**src/rtl/conv_window_gen.sv**
```systemverilog
// conv_window_gen: streaming 3x3 window generator over a raster image.
// Ports: clk, rst (sync, active-high), in_valid/in_data (signed pixel,
//   raster order), win0..win8 (row-major window, win8 = newest pixel),
//   out_valid (window valid), frame_done (pulse with last window).
module conv_window_gen #(
    parameter int IMG_W = 28,
    parameter int IMG_H = 28
) (
    input  logic              clk,
    input  logic              rst,
    input  logic              in_valid,
    input  logic signed [7:0] in_data,
    output logic signed [7:0] win0,
    output logic signed [7:0] win1,
    output logic signed [7:0] win2,
    output logic signed [7:0] win3,
    output logic signed [7:0] win4,
    output logic signed [7:0] win5,
    output logic signed [7:0] win6,
    output logic signed [7:0] win7,
    output logic signed [7:0] win8,
    output logic              out_valid,
    output logic              frame_done
);

    localparam int CW = $clog2(IMG_W);
    localparam int RW = $clog2(IMG_H);
    localparam logic [CW-1:0] COL_LAST = CW'(IMG_W - 1);
    localparam logic [RW-1:0] ROW_LAST = RW'(IMG_H - 1);
    localparam logic [CW-1:0] COL_TWO  = CW'(2);
    localparam logic [RW-1:0] ROW_TWO  = RW'(2);

    logic [CW-1:0] col;
    logic [RW-1:0] row;

    // line0 holds the row above the current one, line1 the row above that
    logic signed [7:0] line0 [IMG_W];
    logic signed [7:0] line1 [IMG_W];

    logic signed [7:0] lb0_rd;
    logic signed [7:0] lb1_rd;

    // two previous columns of the window; the newest column comes
    // straight from the line-buffer reads and in_data
    logic signed [7:0] top_a, top_b;
    logic signed [7:0] mid_a, mid_b;
    logic signed [7:0] bot_a, bot_b;

    logic last_col;
    logic last_row;
    logic emit;

    assign lb0_rd   = line0[col];
    assign lb1_rd   = line1[col];
    assign last_col = (col == COL_LAST);
    assign last_row = (row == ROW_LAST);
    // windows only once two full rows and two columns precede this pixel;
    // this also keeps stale line-buffer data from a prior frame out
    assign emit     = (row >= ROW_TWO) && (col >= COL_TWO);

    // line buffers carry no reset: emit gating hides stale contents
    always_ff @(posedge clk) begin
        if (in_valid && !rst) begin
            line0[col] <= in_data;
            line1[col] <= lb0_rd;
        end
    end

    always_ff @(posedge clk) begin
        if (rst) begin
            col        <= '0;
            row        <= '0;
            out_valid  <= 1'b0;
            frame_done <= 1'b0;
            top_a      <= '0;
            top_b      <= '0;
            mid_a      <= '0;
            mid_b      <= '0;
            bot_a      <= '0;
            bot_b      <= '0;
            win0       <= '0;
            win1       <= '0;
            win2       <= '0;
            win3       <= '0;
            win4       <= '0;
            win5       <= '0;
            win6       <= '0;
            win7       <= '0;
            win8       <= '0;
        end else begin
            out_valid  <= 1'b0;
            frame_done <= 1'b0;
            if (in_valid) begin
                top_a <= top_b;
                top_b <= lb1_rd;
                mid_a <= mid_b;
                mid_b <= lb0_rd;
                bot_a <= bot_b;
                bot_b <= in_data;
                // outputs load only on a real window so they hold otherwise
                if (emit) begin
                    out_valid  <= 1'b1;
                    frame_done <= last_col && last_row;
                    win0       <= top_a;
                    win1       <= top_b;
                    win2       <= lb1_rd;
                    win3       <= mid_a;
                    win4       <= mid_b;
                    win5       <= lb0_rd;
                    win6       <= bot_a;
                    win7       <= bot_b;
                    win8       <= in_data;
                end
                if (last_col) begin
                    col <= '0;
                    row <= last_row ? '0 : row + 1'b1;
                end else begin
                    col <= col + 1'b1;
                end
            end
        end
    end

endmodule

```
**config.mk**
```make
export PLATFORM = sky130hd
export DESIGN_NAME = conv_window_gen
export DESIGN_NICKNAME = d
export VERILOG_FILES = /design/src/rtl/conv_window_gen.sv
export SDC_FILE = /design/constraint.sdc
export NUM_CORES = 1
export LEC_CHECK = 0
export BUFFER_PORTS_ARGS = -buffer_cell sky130_fd_sc_hd__buf_4
export CORE_MARGIN = 4
export CORE_UTILIZATION = 40
export DETAILED_ROUTE_END_ITERATION = 16
export GPL_TIMING_DRIVEN = 0
export PLACE_DENSITY = 0.54
export SYNTH_ARGS = -nofsm -noshare
export SYNTH_HDL_FRONTEND = slang
export SYNTH_SLANG_ARGS = --single-unit
export TNS_END_PERCENT = 100
```
**constraint.sdc**
```tcl
create_clock -name clk -period 2.98 [get_ports clk]
set_clock_uncertainty 0.2 [all_clocks]
set_input_delay 0.149 -clock clk [delete_from_list [all_inputs] [get_ports clk]]
set_output_delay 0.149 -clock clk [all_outputs]
set_load 0.1 [all_outputs]
```
==> flow_summary_export.csv, run 1 <==
group,metric,value,unit
clock_tree,clk_pin_slew,60,ps
critical_path,crit_type,"flop to flop",
critical_path,crit_fanout,10,
routing,totalWireLength,59.7,mm
logic_synthesis,synth-seq-cells,585,
routing,routed_via_density,5.30,
power,pwr-share-seq,51.7,%
routing,drt-met1-wl,26.8,mm
routing,drc,0,
grt,grt_pass1_wl,87.5,mm
hold_path,holdPathStages,2,
logic_synthesis,synth_compound_area_share,5.77,%
clock_tree,root_buffer,"clkbuf_16",
logic_synthesis,synth-simple-area-share,6.81,%
layout,final-seq-area,16200,um^2
logic_synthesis,synth-edff-count,448,
critical_path,cp_data_arrival_time,3030,ps
sta,fin_hold_ws,254,ps
routing,drtPass1Iterations,5,
logic_synthesis,synthXorXnorAreaFrac,0.0392,%
power,total_power,17300,uW
logic_synthesis,yosysWarnings,0,
grt,grt_pass1_vias,12900,
critical_path,critPathCaptureType,"flop",
sta,fmax,347,MHz
layout,drive_gt1_share,21.1,%
clock_tree,h-tree-depth,2,
logic_synthesis,synthArstFlopShare,0,%
routing,drtIter0Drc,1241,
layout,area_growth,20.4,%
layout,fillers,4737,
routing,via_count,13100,
routing,routed.top_layer,"met4",
logic_synthesis,synth_cell_types,46,
layout,antenna_cells,0,
clock_tree,clk-insertion-delay-late,620,ps
floorplanning,pin_count,85,
logic_synthesis,synth_fa_ha_area_share,0.336,%
placement,pre_cts_slack,-744,ps
hold_path,holdCritPathClass,"flop to flop",
logic_synthesis,synth_area,22300,um^2
routing,wl_per_cell,24.2,um
power,internal_power,13500,uW
floorplanning,die_w,244,um
grt,grt_usage,19.8,%
grt,grt-ovfl-total,0,
sta,finalWorstSetupSlack,97.3,ps
sta,slew_headroom,45.7,%
floorplanning,dieArea,59700,um^2
placement,place_congestion,0.797,
floorplanning,coreArea,55200,um^2
sta,rsz0062_at_grt,"true",
grt,antenna_found_initial,2,
layout,final_cell_mix,"edfxtp_1, mux2i_1, nand2_1",
placement,dp_hpwl,40.0,mm
power,p_sw,3840,uW
sta,slew_violations,0,
power,power_frac_comb,6.6,%
floorplanning,row_count,86,
logic_synthesis,synth_nets,1485,
clock_tree,clkSinkCount,585,
logic_synthesis,synth_ff_type,"edfxtp_1",
sta,hold_viol,0,
power,pwr-share-clk,41.6,%
logic_synthesis,syn-instance-count,1468,
logic_synthesis,seq_area_frac_synth,72.5,%
run,cap_violations,0,
layout,multi_input_area,5780,um^2
layout,final_common_cell,"edfxtp_1",
layout,final_nets,1692,
power,cellPowerDensity,644,nW/um^2
sta,post-route-min-period,2880,ps
placement,port_buffers,82,
power,leakagePower,0.00893,uW
clock_tree,clockBufferDepth,3,
floorplanning,start_util,40.5,%
routing,route.met3.wl,3.96,mm
routing,routed-wl-met2,27.9,mm
logic_synthesis,postSynthAreaPerCell,15.2,um^2
sta,period_share,96.7,%
critical_path,crit_required,3130,ps
critical_path,crit_path_start_kind,"flop",
grt,grt_max_degree,31,
run_status,outcome,"finished clean",
clock_tree,cts_tree,"yes",
sta,worst_pin_slew,814,ps
clock_tree,cts_buffers,60,
power,ir_drop,0.000423,V
routing,drtAntennaViolNets,0,
layout,fin_util,48.7,%
critical_path,worstRegToRegCells,9,
sta,setup_viol,0,
power,p_sw_share,22.1,%
logic_synthesis,muxShareOfSynthArea,12.2,%
logic_synthesis,synth_top_family_by_area,"multiplexers",
floorplanning,die_y,244,um
## final timing paths
kind | to | slack (ps) | start
hold reg to reg | win6[2]$_SDFFE_PP0P_ | 250 | bot_a[2]$_SDFFE_PP0P_
setup reg to reg | line1[19][0]$_DFFE_PP_ | 100 | flop
setup / recovery | line1[19][0]$_DFFE_PP_ | 100 | flop
hold / removal | win6[2]$_SDFFE_PP0P_ | 250 | bot_a[2]$_SDFFE_PP0P_
## cells in the mapped netlist, types with 3 or more instances
| cell | n | area (um^2) |
|---|---|---|
| a211oi_2 | 5 | 62.6 |
| nand3_1 | 38 | 190 |
| o21ai_0 | 3 | 15.0 |
| a22oi_1 | 52 | 390 |
| clkbuf_1 | 44 | 165 |
| mux4_2 | 26 | 586 |
| a21oi_1 | 86 | 430 |
| buf_6 | 10 | 113 |
| a211oi_1 | 18 | 135 |
| o211ai_1 | 3 | 22.5 |
| buf_2 | 16 | 80.1 |
| a221oi_1 | 4 | 35.0 |
| ha_1 | 6 | 75.1 |
| and4_1 | 11 | 96.3 |
| inv_1 | 8 | 30.0 |
| buf_4 | 18 | 135 |
| mux2i_1 | 213 | 2130 |
| nand2b_1 | 4 | 25.0 |
| dfxtp_1 | 137 | 2740 |
| nor3_1 | 7 | 35.0 |
| nor2b_1 | 8 | 50.1 |
| edfxtp_1 | 448 | 13500 |
| nor2_1 | 98 | 368 |
| nand2_1 | 163 | 612 |
| a22o_1 | 14 | 123 |
## registers in the layout, indices dropped and copies added (netlist names), named ones only
register	flops
bot_a	8
bot_b	8
col	5
frame_done	1
line0	224
line1	224
mid_a	8
mid_b	8
out_valid	1
row	5
top_a	8
top_b	8
win0	8
win1	8
win2	8
win3	8
win4	8
win5	8
win6	8
win7	8
win8	8
## what timing repair did
action,in CTS,in global routing
pin swaps,3,0
gates resized for setup,44,22
setup buffers,20,0
setup endpoints to repair,254,163
endpoints found under the hold margin,244,0
hold buffers,10,0
cloned,5,0
## critical path: stages, from the launching register on
cell and delay [ps]:
dfxtp_2 360, buf_4 190, buf_6 170, nor2b_1 320, clkbuf_2 340, a22oi_1 180
nand3_1 220, and4_4 330, clkinvlp_4 110, buf_4 180
## logic make-up (layout without fill, tap and decap cells)
logic type	Yosys count	count (layout)
xor+xnor	1	1
flops	585	585
simple gates	346	346
mux	239	239
fa+ha+maj	6	6
buf+inv	98	351
compound gates	193	193
## cell type report
cell class	instances	share of cell area, %
flip-flops and latches	585	60.2
multi-input cells	785	21.5
clock buffers	80	6.22
repair buffers	142	5.54
well taps	748	3.48
plain buffers	87	1.99
clock inverters	28	0.735
inverters	9	0.195
repair inverters	5	0.140
## per-stage QoR
| stage | instances | area [um^2] | setup TNS, ps |
|---|---|---|---|
| after CTS | 2469 | 26800 | 0 |
| after floorplan | 1468 | 22300 | 0 |
| after global routing | 2469 | 26900 | -101 |
| after global placement | 2298 | 23900 | -414350 |
| after detailed placement | 2328 | 24600 | -113510 |
| final | 2469 | 26900 | 0 |
## layer usage
layer | global-route usage (%) | up-vias
li1 | - | 5962
met1 | 28.2 | 6628
met2 | 32.1 | 419
met3 | 3.85 | 74
met4 | 3.97 | 0
met5 | 0 | -
## power by group through the flow
stage / clock, uW / combinational [uW] / sequential [uW]
2_1_floorplan: 0 / 602 / 9120
3_3_place_gp: 0 / 961 / 9140
3_5_place_dp: 0 / 1010 / 9140
4_1_cts: 7330 / 1150 / 8960
5_1_grt: 7700 / 1220 / 8970
6_report: 7220 / 1150 / 8960
(Power assumes the default switching activity.)
==> run 2, diff against run 1 <==
Settings changed: CAP_MARGIN from default to 20, PLACE_DENSITY 0.54 to 0.52.
Clock period 2.98 ns to 3.7 ns, I/O delays scaled along.
==> run 2 against run 1 <==
- global-route usage hardly changed
- design area is 1.3% lower
- die area stayed put
- critical path depth is 3 lower
- worst hold slack better by 0.77 ps
- critical endpoint is now line1[14][2]$_DFFE_PP_
- count of clock-buffer cells in the layout is 2 lower
- flip-flop and latch count stayed put
==> flow_summary_export.csv, run 2 (synthesis results as in run 1) <==
group,metric,value,unit
routing,drtPass1Iterations,7,
sta,hold_viol,0,
routing,drtAntennaViolNets,0,
run,cap_violations,0,
critical_path,crit_chain,"nor2b_1 > clkbuf_1 > a22oi_1 > nand3_1 > and4_1 > clkinvlp_4",
layout,antenna_cells,0,
sta,period_share,98.0,%
clock_tree,post_cts_buffers,0,
critical_path,crit_buf_inv,2,
sta,setup_viol,0,
routing,routed_via_density,5.29,
sta,post-route-min-period,3620,ps
power,leakagePower,0.00879,uW
critical_path,critPathTopFamily,"simple AND/OR/NAND/NOR gates",
placement,port_buffers,82,
clock_tree,clkSinkCount,585,
critical_path,critPathSlowestCell,"dfxtp_1",
sta,rsz0062_at_grt,"true",
routing,wl_per_cell,24.4,um
floorplanning,pin_count,85,
critical_path,crit_type,"flop to flop",
layout,drive_gt1_share,18.6,%
sta,slew_headroom,35.1,%
layout,reg_top3,"line0 (224), line1 (224)",
grt,grt_max_degree,31,
critical_path,r2r_end,"line1[14][2]$_DFFE_PP_",
clock_tree,clockBufferDepth,3,
layout,final_common_cell,"edfxtp_1",
critical_path,worstRegToRegCells,6,
critical_path,cp_data_arrival_time,3650,ps
hold_path,holdPathStages,2,
layout,final_cell_mix,"edfxtp_1, mux2i_1, nand2_1",
placement,dp_hpwl,40.0,mm
sta,fin_hold_ws,254,ps
grt,grt_pass1_vias,12800,
hold_path,whs_endpoint,"win4[5]$_SDFFE_PP0P_",
sta,worst_pin_slew,972,ps
routing,via_count,12900,
clock_tree,clk_pin_slew,60,ps
floorplanning,dieArea,59700,um^2
hold_path,holdCritPathClass,"flop to flop",
critical_path,critPathCaptureType,"flop",
clock_tree,root_buffer,"clkbuf_16",
critical_path,crit_path_start_kind,"flop",
power,ir_drop,0.000341,V
hold_path,worstHoldStart,"win4[5]$_SDFFE_PP0P_",
clock_tree,h-tree-depth,2,
run_status,outcome,"finished clean",
floorplanning,coreArea,55200,um^2
placement,place_congestion,0.776,
clock_tree,clk-insertion-delay-late,620,ps
critical_path,reg2reg_slack,80,ps
sta,fmax,276,MHz
grt,antenna_found_initial,2,
routing,drtIter0Drc,1092,
clock_tree,cts_buffers,60,
power,cellPowerDensity,524,nW/um^2
layout,area_growth,18.9,%
critical_path,crit_required,3730,ps
floorplanning,die_y,244,um
clock_tree,cts_tree,"yes",
floorplanning,die_w,244,um
sta,slew_violations,0,
power,total_power,13900,uW
grt,grt_usage,19.8,%
routing,drc,0,
critical_path,crit_fanout,14,
grt,grt_pass1_wl,86.7,mm
routing,totalWireLength,59.6,mm
grt,grt-ovfl-total,0,
floorplanning,row_count,86,
critical_path,crit_path_max_incr_delay,720,ps
layout,final_nets,1671,
floorplanning,start_util,40.5,%
-- run 2: cell types whose count changed in the layout (fill, tap and decap cells not counted), sizes merged --
cell and delta:
buf -19, bufinv +2, clkbuf -1, clkinv +3, clkinvlp -9, inv +3
-- run 2: metal layers --
metal	wire (um)	part of all wire, %	vias up	track usage (%)
met5	13	0.022	-	0
met4	1430	2.4	2	5.16
met3	3840	6.4	79	3.89
met2	27600	46	416	31.5
met1	26700	45	6533	28.0
li1	-	-	5916	-
-- run 2: final cells by class --
cell class,count,area (um^2)
fill,4805,28600
sequential,585,16200
multi-input combinational,785,5700
clock buffer,78,1640
timing repair buffer,123,1280
tap,748,936
buffer,88,499
clock inverter,30,256
inverter,9,41.3
timing repair inverter,2,15.0
-- run 2: worst max-delay path by stage --
stage | start | to | slack [ps] | cells after the start
after floorplan | flop | line1[0][5]$_DFFE_PP_ | 630 | 7
after global placement | flop | line1[10][7]$_DFFE_PP_ | -2220 | 6
after detailed placement | flop | line1[12][1]$_DFFE_PP_ | -180 | 7
after CTS | flop | line1[14][2]$_DFFE_PP_ | 20 | 8
after global routing | flop | line1[9][4]$_DFFE_PP_ | -50 | 9
final | flop | line1[14][2]$_DFFE_PP_ | 80 | 6
-- run 2: timing repair --
action,4_1_cts,5_1_grt
resized for setup,4,9
hold buffers,10,0
hold endpoints to repair,246,0
endpoints found under the setup margin,112,112
cloned,1,1
-- run 2: worst min-delay path: cells and delay by family (launching register included) --
kind | cells | cell delay (ps)
flip-flops | 1 | 310
AND/OR/NAND/NOR | 1 | 50
AO/OA/AOI/OAI | 1 | 50
-- run 2: through the flow --
| step | setup TNS (ps) | instance area, um^2 | std cells | utilization [%] | setup slack (ps) |
|---|---|---|---|---|---|
| after floorplan | 0 | 22300 | 1468 | - | 635 |
| after global placement | -142740 | 23900 | 2298 | 43.3 | -2220 |
| after detailed placement | -11200 | 24500 | 2329 | 44.5 | -179 |
| after CTS | 0 | 26500 | 2447 | 48.1 | 23.4 |
| after global routing | -1150 | 26600 | 2448 | 48.1 | -46.0 |
| final | 0 | 26600 | 2448 | 48.1 | 75.4 |
-- run 2: where the power goes --
part | internal, uW | switching, uW | total, uW
logic | 273 | 562 | 835
clock network | 3440 | 2440 | 5870
registers | 7190 | 35.5 | 7220
total | 10900 | 3030 | 13900
